$ cat config.mk
export PLATFORM = sky130hd
export DESIGN_NAME = rand_req_arbiter
export DESIGN_NICKNAME = d
export VERILOG_FILES = /design/src/rtl/rand_pkg.sv /design/src/rtl/lfsr16.sv /design/src/rtl/rand_req_arbiter.sv
export SDC_FILE = /design/constraint.sdc
export NUM_CORES = 1
export LEC_CHECK = 0
export CAP_MARGIN = 40
export CORE_MARGIN = 5
export CORE_UTILIZATION = 48
export CTS_CLUSTER_DIAMETER = 80
export DETAILED_ROUTE_END_ITERATION = 10
export DONT_BUFFER_PORTS = 1
export GPL_TIMING_DRIVEN = 0
export SETUP_SLACK_MARGIN = 0.2
export SLEW_MARGIN = 20
export SYNTH_ARGS = -nofsm -noshare
export SYNTH_HDL_FRONTEND = slang
export SYNTH_HIERARCHICAL = 1
export SYNTH_SLANG_ARGS = --single-unit
$ cat constraint.sdc
create_clock -name clk -period 4 [get_ports clk]
set_input_delay 0.8 -clock clk [delete_from_list [all_inputs] [get_ports clk]]
set_output_delay 0.8 -clock clk [all_outputs]
set_load 0.01 [all_outputs]
$ cat src/rtl/rand_pkg.sv
// Shared constants and types for the random-bit arbiter slice.
// The LFSR polynomial lives here so the generator and any model agree on taps.
package rand_pkg;

  localparam int LFSR_W = 16;
  localparam logic [LFSR_W-1:0] DEFAULT_SEED = 16'h68F3;

  localparam int TAP0 = 0;
  localparam int TAP1 = 2;
  localparam int TAP2 = 3;
  localparam int TAP3 = 5;

  typedef enum logic {
    FILL,
    READY
  } arb_state_t;

  // Right-shifting Fibonacci step: the tap XOR re-enters at the MSB.
  function automatic logic [LFSR_W-1:0] lfsr_next(input logic [LFSR_W-1:0] q);
    return {q[TAP0] ^ q[TAP1] ^ q[TAP2] ^ q[TAP3], q[LFSR_W-1:1]};
  endfunction

endpackage

$ cat src/rtl/lfsr16.sv
// Free-running 16-bit Fibonacci LFSR; serial output is the LSB.
// Optional all-zero lockup recovery under RAND_ARB_LOCKUP_GUARD_EN.
module lfsr16
  import rand_pkg::*;
#(
  parameter logic [LFSR_W-1:0] SEED = DEFAULT_SEED
) (
  input  logic clk,
  input  logic rst,
  output logic q_out,
  output logic q_valid
);

  logic [LFSR_W-1:0] q;

`ifdef RAND_ARB_LOCKUP_GUARD_EN
  localparam logic [LFSR_W-1:0] RELOAD = (SEED == '0) ? 16'h0001 : SEED;

  logic lockup;
  assign lockup = (q == '0);

  // A stuck all-zero state is replaced by a known nonzero value; its bit is flagged unusable.
  always_ff @(posedge clk or posedge rst) begin
    if (rst) begin
      q <= SEED;
    end else if (lockup) begin
      q <= RELOAD;
    end else begin
      q <= lfsr_next(q);
    end
  end

  assign q_valid = ~lockup;
`else
  if (SEED == '0) begin : g_seed_check
    $error("lfsr16: SEED of zero locks the LFSR without the lockup guard");
  end

  always_ff @(posedge clk or posedge rst) begin
    if (rst) begin
      q <= SEED;
    end else begin
      q <= lfsr_next(q);
    end
  end

  assign q_valid = 1'b1;
`endif

  assign q_out = q[0];

endmodule

$ cat src/rtl/rand_req_arbiter.sv
// Builds WIDTH-bit words from a shared LFSR and hands each word to one requester, round-robin.
// Optional lockup guard in lfsr16 is enabled by defining RAND_ARB_LOCKUP_GUARD_EN.
module rand_req_arbiter
  import rand_pkg::*;
#(
  parameter int NREQ = 4,
  parameter int WIDTH = 8,
  parameter logic [LFSR_W-1:0] SEED = DEFAULT_SEED,
  localparam int IDW = (NREQ > 1) ? $clog2(NREQ) : 1
) (
  input  logic             clk,
  input  logic             rst,
  input  logic [NREQ-1:0]  req,
  output logic [NREQ-1:0]  ack,
  output logic [WIDTH-1:0] rand_val,
  output logic [IDW-1:0]   rand_id,
  output logic             busy
);

  if (NREQ < 2 || NREQ > 8) begin : g_nreq_check
    $error("rand_req_arbiter: NREQ must be 2..8");
  end
  if (WIDTH < 1 || WIDTH > 16) begin : g_width_check
    $error("rand_req_arbiter: WIDTH must be 1..16");
  end

  localparam logic [4:0] CNT_LAST = 5'(WIDTH - 1);

  logic             q_bit;
  logic             q_valid;
  logic [WIDTH-1:0] acc;
  logic [4:0]       cnt;
  logic [IDW-1:0]   ptr;
  logic [IDW-1:0]   win;
  arb_state_t       state;

  lfsr16 #(
    .SEED(SEED)
  ) u_lfsr (
    .clk    (clk),
    .rst    (rst),
    .q_out  (q_bit),
    .q_valid(q_valid)
  );

  // First requesting index at or above ptr, wrapping around to the bottom.
  function automatic logic [IDW-1:0] rr_pick(input logic [NREQ-1:0] r, input logic [IDW-1:0] p);
    logic [IDW-1:0] w;
    logic           found;
    int             idx;
    w     = '0;
    found = 1'b0;
    for (int k = 0; k < NREQ; k++) begin
      idx = (int'(p) + k) % NREQ;
      if (!found && r[idx]) begin
        w     = IDW'(idx);
        found = 1'b1;
      end
    end
    return w;
  endfunction

  assign win = rr_pick(req, ptr);

  // Every READY->FILL transition discards the current LFSR bit, so no bit reaches two owners.
  always_ff @(posedge clk or posedge rst) begin
    if (rst) begin
      state    <= FILL;
      acc      <= '0;
      cnt      <= '0;
      ptr      <= '0;
      ack      <= '0;
      rand_val <= '0;
      rand_id  <= '0;
      busy     <= 1'b1;
    end else begin
      ack <= '0;
      case (state)
        FILL: begin
          if (q_valid) begin
            acc <= WIDTH'({acc, q_bit});
            cnt <= cnt + 5'd1;
            if (cnt == CNT_LAST) begin
              state <= READY;
              busy  <= 1'b0;
            end
          end
        end
        READY: begin
          if (|req) begin
            ack      <= NREQ'(1) << win;
            rand_val <= acc;
            rand_id  <= win;
            ptr      <= (int'(win) == NREQ - 1) ? '0 : win + IDW'(1);
            cnt      <= '0;
            state    <= FILL;
            busy     <= 1'b1;
          end
        end
        default: state <= FILL;
      endcase
    end
  end

endmodule

# Word level (Yosys, flattened, before mapping)
# Cells that the tools add are included.
# op_classes
add_sub_neg	5
magnitude_cmp	4
eq_ne	4
n_shift	1
muxes	29
bitwise_logic	7
reduce_logical	12
# op_table
op	count
$mux 1	14
$lt 3x4->1 const B	3
$mux 2	5
$pmux 5 s2	1
$bmux 1 s2	4
$mux 4	2
$reduce_or 2->1	3
$add 5x1->5 const B	1
$eq 5x3->1 const B	1
$mux 5	1
$add 2x1->2 const B	2
$add 2x2->2 const B	2
$pmux 1 s2	2
$reduce_and 2->1	2
$reduce_or 4->1	1
$shl 1x2->4 const A	1
$and 1x1->1 const A	3
$logic_and 1x1->1	3
$logic_not 1->1	3
$lt 2x3->1 const B	1
$xor 1x1->1	3
$eq 2x1->1 const B	1
$ne 2x1->1 const B	1
$ne 2x2->1 const B	1
$not 1->1	1
# word_totals
regBits	47
input_bits	6
out_inout_bits	15
word_cells	71

# Longest topological paths before layout
# Gate-level depths: netlist of run 1.
# logic_depth
ltp_word	17
mapped_depth	6
ltp_nobuf	6

# Modules after synthesis
# The synthesis of run 1 kept the hierarchy.
# modules_own_cells
mod	instances	cells_each	area_each_um2	seq_area_each_um2
rand_req_arbiter	1	127	1400.1	777.0
lfsr16	1	22	452.9	411.6

# Worst setup path before layout of run 1
# OpenSTA, ideal clock, no wires.
# synth_path
path_type	input-to-reg
start	input port req[3]
end	register ack[0]
setup_ns	0.119
arrival_ns	1.730
t_required_ns	3.881
setup_slack_ns	2.151
stages	5
n_path_buf	1
path_cell_list	clkbuf_2 > nor2_1 > or3_1 > ha_1 > and2_1
# synth_between
elab_chain_cells	15
word_cells_on_any_way	28
cone_classes	shift: 1; mux: 20; reduce/logical: 7
# synth_lines
item	line	rtl
from (decl)	rand_req_arbiter.sv:13	input logic [NREQ-1:0] req,
$bmux 1 s2	rand_req_arbiter.sv:55	if (!found && r[idx]) begin
$mux 1 (implied by the code)	rand_req_arbiter.sv:55	
$mux 1	rand_req_arbiter.sv:55	
$logic_not 1->1	rand_req_arbiter.sv:55	
$logic_and 1x1->1	rand_req_arbiter.sv:55	
$mux 1	rand_req_arbiter.sv:55	
$logic_not 1->1	rand_req_arbiter.sv:55	
$logic_and 1x1->1	rand_req_arbiter.sv:55	
$mux 1	rand_req_arbiter.sv:55	
$logic_not 1->1	rand_req_arbiter.sv:55	
$logic_and 1x1->1	rand_req_arbiter.sv:55	
$mux 2	rand_req_arbiter.sv:55	
$shl 1x2->4	rand_req_arbiter.sv:91	ack <= NREQ'(1) << win;
$mux 4 *	rand_req_arbiter.sv:90	if (|req) begin
$mux 4 *	rand_req_arbiter.sv:78	case (state)
to (signal assigned)	rand_req_arbiter.sv:91	
to (decl)	rand_req_arbiter.sv:14	output logic [NREQ-1:0] ack,
# Mark *: on every way between the ends. The rest lies on a longest branch, timed or not. The select of a mux whose other input is x is not followed.
# A chain may end at the register's enable or synchronous reset.

# Final worst setup path of run 1
# layout_path
start	register busy
end	output port busy
# layout_rtl
item	line	rtl
from (decl)	rand_req_arbiter.sv:17	output logic busy
from (signal assigned)	rand_req_arbiter.sv:75	busy <= 1'b1;
from (signal assigned)	rand_req_arbiter.sv:85	busy <= 1'b0;
from (signal assigned)	rand_req_arbiter.sv:97	busy <= 1'b1;
# No word-level cell between the ends.

==> reports/metrics.csv, run 1 <==
metric,value,unit
tmin_final,1.662,ns
largest_net_degree_at_the_start_of_global_routing,32,
die_w,72.13,um
p_per_area,526.6,nW/um^2
met1_length,1324,um
clock_tree.buffer_depth,2,
root_cell_of_the_clock_tree,sky130_fd_sc_hd__clkbuf_8,
tritoncts_num_sinks,47,
place_worst_setup_slack,2.034,ns
cts_max_level,2,
finClkSkew,0.007124,ns
worst_ep_arrival_time,0.86,ns
cts_tree,built,
largest_fanout_on_the_critical_path,2,
timing.slew.headroom,0.5771,
status,"complete, no violations",
syn-num-nets,160,
timing.critical_path.from_type,register,
numCtsBuffers,5,
routed-wl-met3,175,um
maxUsedRoutingLayer,met4,
yosys_warnings,6,
drc,0,
final_layout_size_suffix_gt1_frac,0.2229,
io_buffer_count,0,
synth_top_area_cell,sky130_fd_sc_hd__dfrtp_1,
routed_wl,3000,um
gr-usage-all-layers,0.1322,
post_synth_inst_count,149,
detail_route.vias_per_cell,5.180,
drt_first_pass_iters,4,
total_power,1.060,mW
clk_transition_reported_paths,0.08,ns
grt_antenna_before_repair,0,
yosys.cell_types.count,35,
worst-endpoint-required,3.20,ns
rows,22,
synth_top_area_share,0.4997,
fin_area,2013,sq um
synth_enable_flop_cells,0,
maxClockFrequency,601.5,MHz
fillerInstances,341,
synthMostInstantiatedCell,sky130_fd_sc_hd__dfrtp_1,
power.static_leakage,0.9833,nW
hpwl_after_detailed_placement,2083,um
max_slew.worst_pin.slew,0.6335,ns
combined_area_of_the_multi_input_logic_cells,598.1,sq um
placed_cells,197,
critical_path_class,reg2out,
setup_viol_count_final,0,
antenna_violating_nets_post_route,0,
areaGrowthSynthToFinish,8.643,%
tns,0,ns
post_layout_nonfiller_instances,205,
floorplan.die_area,5203,sq um
ys_ff_latch,47,
grt_overflow,0,
clock_insertion_delay_worst_skew,0.30,ns
hold_buffers,0,
route.met2.wl,1432,um
antenna-diode-count,0,
number_of_drc_markers_in_iteration_0,36,
ios,21,
worst_slack,2.338,ns
postSynthAreaPerCell,12.44,sq um
rsz_0062_raised_after_global_routing,no,
synth_seq_area_share,0.6415,
post_synth_most_frequent_cells,"sky130_fd_sc_hd__dfrtp_1, sky130_fd_sc_hd__nand2_1, sky130_fd_sc_hd__dfstp_2, sky130_fd_sc_hd__mux2_2, sky130_fd_sc_hd__nand3_1",
core_area,3689,sq um
wire_length_of_the_first_global_routing_pass,5161,um
fin_crit_sh,0.4156,
synth_flop_cell,sky130_fd_sc_hd__dfrtp_1,
first_global_vias,1115,
wire_per_inst,14.63,um
sequential_cell_area,1189,sq um
via_count,1062,
die-height,72.13,um
placed_area,1913,sq um
setup.worst_path.end_class,primary output,
maxSlewViolCount,0,
holdCritPathClass,reg2reg,
synth.top_cells.by_area,"sky130_fd_sc_hd__dfrtp_1, sky130_fd_sc_hd__dfstp_2, sky130_fd_sc_hd__nand2_1",
async_flop_share,1.000,
place.gp.congestion,0.7431,
postCtsSetupBuffers,0,
design.final.nets,167,
power.ir.vdd_worst,0.3023,mV
netlist_area,1853,sq um
hold_violations,0,
cts-resized-gates,0,
initial_utilization,0.5024,
drv.max_cap_violation_count,0,
==> cells by family after synthesis <==
kind of cell / count (synthesis) / synth area share
adders and majority gates: 5 / 0.03376
AOI/OAI and AO/OA: 15 / 0.06752
xor gates and xnor gates: 6 / 0.02836
other: 1 / 0.002024
DFF: 47 / 0.6415
buffers and inverters: 10 / 0.03578
muxes: 9 / 0.05402
and+or+nand+nor: 56 / 0.1371
==> state kept, by name, indices dropped and copies added (netlist names) <==
| signal | count |
|---|---|
| ack | 4 |
| ptr | 2 |
| u_lfsr/q | 16 |
| rand_id | 2 |
| state | 1 |
| acc | 8 |
| rand_val | 8 |
| cnt | 5 |
| busy | 1 |
==> power breakdown <==
part	switching, mW	total, mW	internal, mW
clock network	0.151	0.309	0.158
registers	0.0575	0.586	0.529
logic	0.0912	0.165	0.0743
total	0.300	1.06	0.761
==> cell usage in the layout, fill, tap and decap left out, types with 2 or more instances in the layout <==
cell,Yosys,layout
sky130_fd_sc_hd__o41ai_1,2,2
sky130_fd_sc_hd__a21oi_1,2,2
sky130_fd_sc_hd__mux2_2,8,8
sky130_fd_sc_hd__ha_1,5,5
sky130_fd_sc_hd__xor2_1,4,4
sky130_fd_sc_hd__dfstp_2,10,10
sky130_fd_sc_hd__nand2_1,32,32
sky130_fd_sc_hd__dfrtp_1,37,37
sky130_fd_sc_hd__and2_1,4,4
sky130_fd_sc_hd__o31ai_1,2,2
sky130_fd_sc_hd__nand2b_1,2,2
sky130_fd_sc_hd__inv_1,4,3
sky130_fd_sc_hd__xnor2_1,2,2
sky130_fd_sc_hd__clkbuf_8,0,7
sky130_fd_sc_hd__o21ai_0,4,4
sky130_fd_sc_hd__buf_6,3,3
sky130_fd_sc_hd__nand3_1,6,6
sky130_fd_sc_hd__nor2_1,4,4
==> routing by layer <==
metal / global-route usage / up-vias
met2: 0.2053 / 26
met5: 0 / -
met1: 0.1588 / 522
met4: 0.07307 / 0
met3: 0.04848 / 7
li1: - / 507
==> cell type report <==
| cell class | count | area share |
|---|---|---|
| clock buffers | 8 | 0.04972 |
| flip-flops and latches | 47 | 0.5904 |
| plain buffers | 6 | 0.02548 |
| well taps | 48 | 0.02983 |
| inverters | 4 | 0.007458 |
| multi-input cells | 92 | 0.2971 |
==> stage by stage <==
stage | util | hold WS, ns
finish | 0.5458 | 0.3496
global route | 0.5458 | 0.3612
CTS | 0.5458 | 0.3535
detailed placement | 0.5187 | 0.3386
global placement | 0.5187 | 0.3402
floorplan | - | 0.3312
==> worst paths after layout <==
path                       slack (ns)  cells past startpoint          end          from
hold / removal                   0.35                      0  u_lfsr/q[9]  u_lfsr/q[10]
setup reg to reg                 2.40                      6       ptr[1]        ptr[1]
min in group asynchronous        0.43                      1  u_lfsr/q[9]           rst
max in group asynchronous        3.12                      1       cnt[3]           rst
setup / recovery                 2.34                      0         busy          busy
hold reg to reg                  0.35                      0  u_lfsr/q[9]  u_lfsr/q[10]
No activity file was read; power rests on OpenSTA's default activity.
==> run 2: changes to the inputs <==
--- a/config.mk
+++ b/config.mk
@@ -12,6 +12,7 @@
 export DETAILED_ROUTE_END_ITERATION = 10
 export DONT_BUFFER_PORTS = 1
 export GPL_TIMING_DRIVEN = 0
+export PLACE_DENSITY = 0.65
 export SETUP_SLACK_MARGIN = 0.2
 export SLEW_MARGIN = 20
 export SYNTH_ARGS = -nofsm -noshare
==> constraint.sdc (replaced) <==
create_clock -name clk -period 1.38 [get_ports clk]
set_input_delay 0.276 -clock clk [delete_from_list [all_inputs] [get_ports clk]]
set_output_delay 0.276 -clock clk [all_outputs]
set_load 0.01 [all_outputs]
==> run 2 against run 1 <==
The run now ends with setup timing left. Combinational power rose to 6.6 times the previous value. Die area stayed put. Via count up 14%. Cell area up 25%. Clock skew fell by 0.00062 ns. Flip-flop and latch count is the same. Register-to-register slack worse by 2.5 ns. Global-route usage rose by 1.6 points. Highest routed layer unchanged.
==> reports/metrics.csv, run 2 (synthesis gave the netlist of run 1 again) <==
metric,value,unit
largest_fanout_on_the_critical_path,4,
grt_overflow,0,
hold_violations,0,
cts_tree,built,
setup_viol_count_final,5,
clk_transition_reported_paths,0.09,ns
setup.worst_path.end_class,register,
die-height,72.13,um
areaGrowthSynthToFinish,36.33,%
drt_first_pass_iters,4,
fin_crit_sh,1.085,
final_layout_size_suffix_gt1_frac,0.5172,
place.gp.congestion,0.7535,
floorplan.die_area,5203,sq um
largest_net_degree_at_the_start_of_global_routing,32,
combined_area_of_the_multi_input_logic_cells,849.6,sq um
worst-endpoint-required,1.57,ns
timing.critical_path.from_type,register,
antenna-diode-count,0,
critical_path_class,reg2reg,
power.ir.vdd_worst,1.010,mV
ios,21,
number_of_drc_markers_in_iteration_0,37,
maxSlewViolCount,0,
design.final.nets,184,
timing.hold.ws,0.1784,ns
tns,-0.3496,ns
holdCritPathClass,in2reg,
via_count,1210,
status,"finished, violations left",
io_buffer_count,0,
reg.largest.list,"u_lfsr/q x16, acc x8, rand_val x8",
largest_register_ffs,16,
tritoncts_num_sinks,47,
fillerInstances,262,
p_per_area,1574,nW/um^2
numCtsBuffers,5,
rows,22,
hpwl_after_detailed_placement,2115,um
finClkSkew,0.006501,ns
cts_max_level,2,
worst_ep_arrival_time,1.69,ns
drc,0,
clock_tree.buffer_depth,2,
timing.slew.headroom,0.5447,
routed_wl,3853,um
worst_slack,-0.1176,ns
initial_utilization,0.5024,
total_power,3.977,mW
die_w,72.13,um
wire_per_inst,17.36,um
gr-usage-all-layers,0.1481,
registers.top_by_ff_count,u_lfsr/q,
antenna_violating_nets_post_route,0,
rsz_0062_raised_after_global_routing,yes,
wire_length_of_the_first_global_routing_pass,5878,um
power.static_leakage,1.215,nW
failed_checks,setup timing,
layout.cells.most_common,sky130_fd_sc_hd__dfrtp_1,
max_slew.worst_pin.slew,0.6807,ns
tmin_final,1.498,ns
core_area,3689,sq um
maxClockFrequency,667.8,MHz
most-common-layout-cells,"sky130_fd_sc_hd__dfrtp_1, sky130_fd_sc_hd__nand2_1, sky130_fd_sc_hd__buf_4",
grt_antenna_before_repair,0,
sequential_cell_area,1191,sq um
first_global_vias,1263,
root_cell_of_the_clock_tree,sky130_fd_sc_hd__clkbuf_8,
clock_insertion_delay_worst_skew,0.29,ns
drv.max_cap_violation_count,0,
detail_route.vias_per_cell,5.450,
run 2: cell count changes in the layout (fill, tap and decap cells not counted), sizes merged:
cell / change
bufinv: +2
buf: +14
clkinvlp: +1
dlygate4sd3: +1
clkbuf: -1
run 2: critical path: stages, from the launching register on:
cell and delay (ns):
sky130_fd_sc_hd__dfrtp_2 0.41, sky130_fd_sc_hd__mux2i_1 0.25, sky130_fd_sc_hd__nor2_2 0.08, sky130_fd_sc_hd__or3_4 0.37, sky130_fd_sc_hd__ha_4 0.17, sky130_fd_sc_hd__and2_4 0.12
run 2: layer usage:
layer | share of wire | vias to the layer above | global-route usage | wire, um
met5 | 0 | - | 0 | 0
met4 | 0.025 | 0 | 0.08142 | 95
met3 | 0.046 | 10 | 0.04571 | 177
met2 | 0.54 | 37 | 0.2477 | 2089
met1 | 0.39 | 624 | 0.1680 | 1491
li1 | - | 539 | - | -
run 2: where the power goes:
| group | switching (mW) | internal [mW] |
|---|---|---|
| sequential | 0.185 | 1.54 |
| clock | 0.444 | 0.722 |
| combinational | 0.540 | 0.551 |
run 2: path summary, 6_finish.rpt:
kind | startpoint | to | slack, ns | depth (start not counted)
max in group asynchronous | rst | state | 0.37 | 2
max | ptr[1] | ack[2] | -0.12 | 5
min | req[2] | state | 0.18 | 3
min reg2reg | u_lfsr/q[15] | u_lfsr/q[14] | 0.36 | 0
max reg2reg | ptr[1] | ack[2] | -0.12 | 5
min in group asynchronous | rst | u_lfsr/q[10] | 0.51 | 2
run 2: timing repair:
item,in CTS,in global routing
gates resized for setup,21,42
endpoints found under the hold margin,37,0
cloned,1,2
pin swaps,10,17
setup endpoints to repair,21,29
hold buffers,1,0
buffers inserted,11,2
run 2: through the flow:
step,util,setup WS [ns],cells,instance area [sq um]
3_3_place_gp,0.5292,-0.1262,197,1952
2_1_floorplan,-,-0.07112,149,1892
3_5_place_dp,0.5292,-0.1970,197,1952
5_1_grt,0.6849,-0.1462,222,2526
4_1_cts,0.6177,-0.1244,218,2278
6_report,0.6849,-0.1176,222,2526
run 2: layout make-up:
| class | instances | area share |
|---|---|---|
| timing repair buffer | 17 | 0.08123 |
| clock buffer | 5 | 0.02724 |
| sequential | 47 | 0.4715 |
| clock inverter | 3 | 0.02675 |
| inverter | 4 | 0.005944 |
| tap | 48 | 0.02377 |
| buffer | 6 | 0.02724 |
| multi-input combinational | 92 | 0.3363 |
==> run 3: changes to the inputs <==
--- a/config.mk
+++ b/config.mk
@@ -5,7 +5,7 @@
 export SDC_FILE = /design/constraint.sdc
 export NUM_CORES = 1
 export LEC_CHECK = 0
-export CAP_MARGIN = 40
+export CAP_MARGIN = 25
 export CORE_MARGIN = 5
 export CORE_UTILIZATION = 48
 export CTS_CLUSTER_DIAMETER = 80
==> results of run 3 <==
No change in the layout: final DEF, timing and power equal those of run 2.
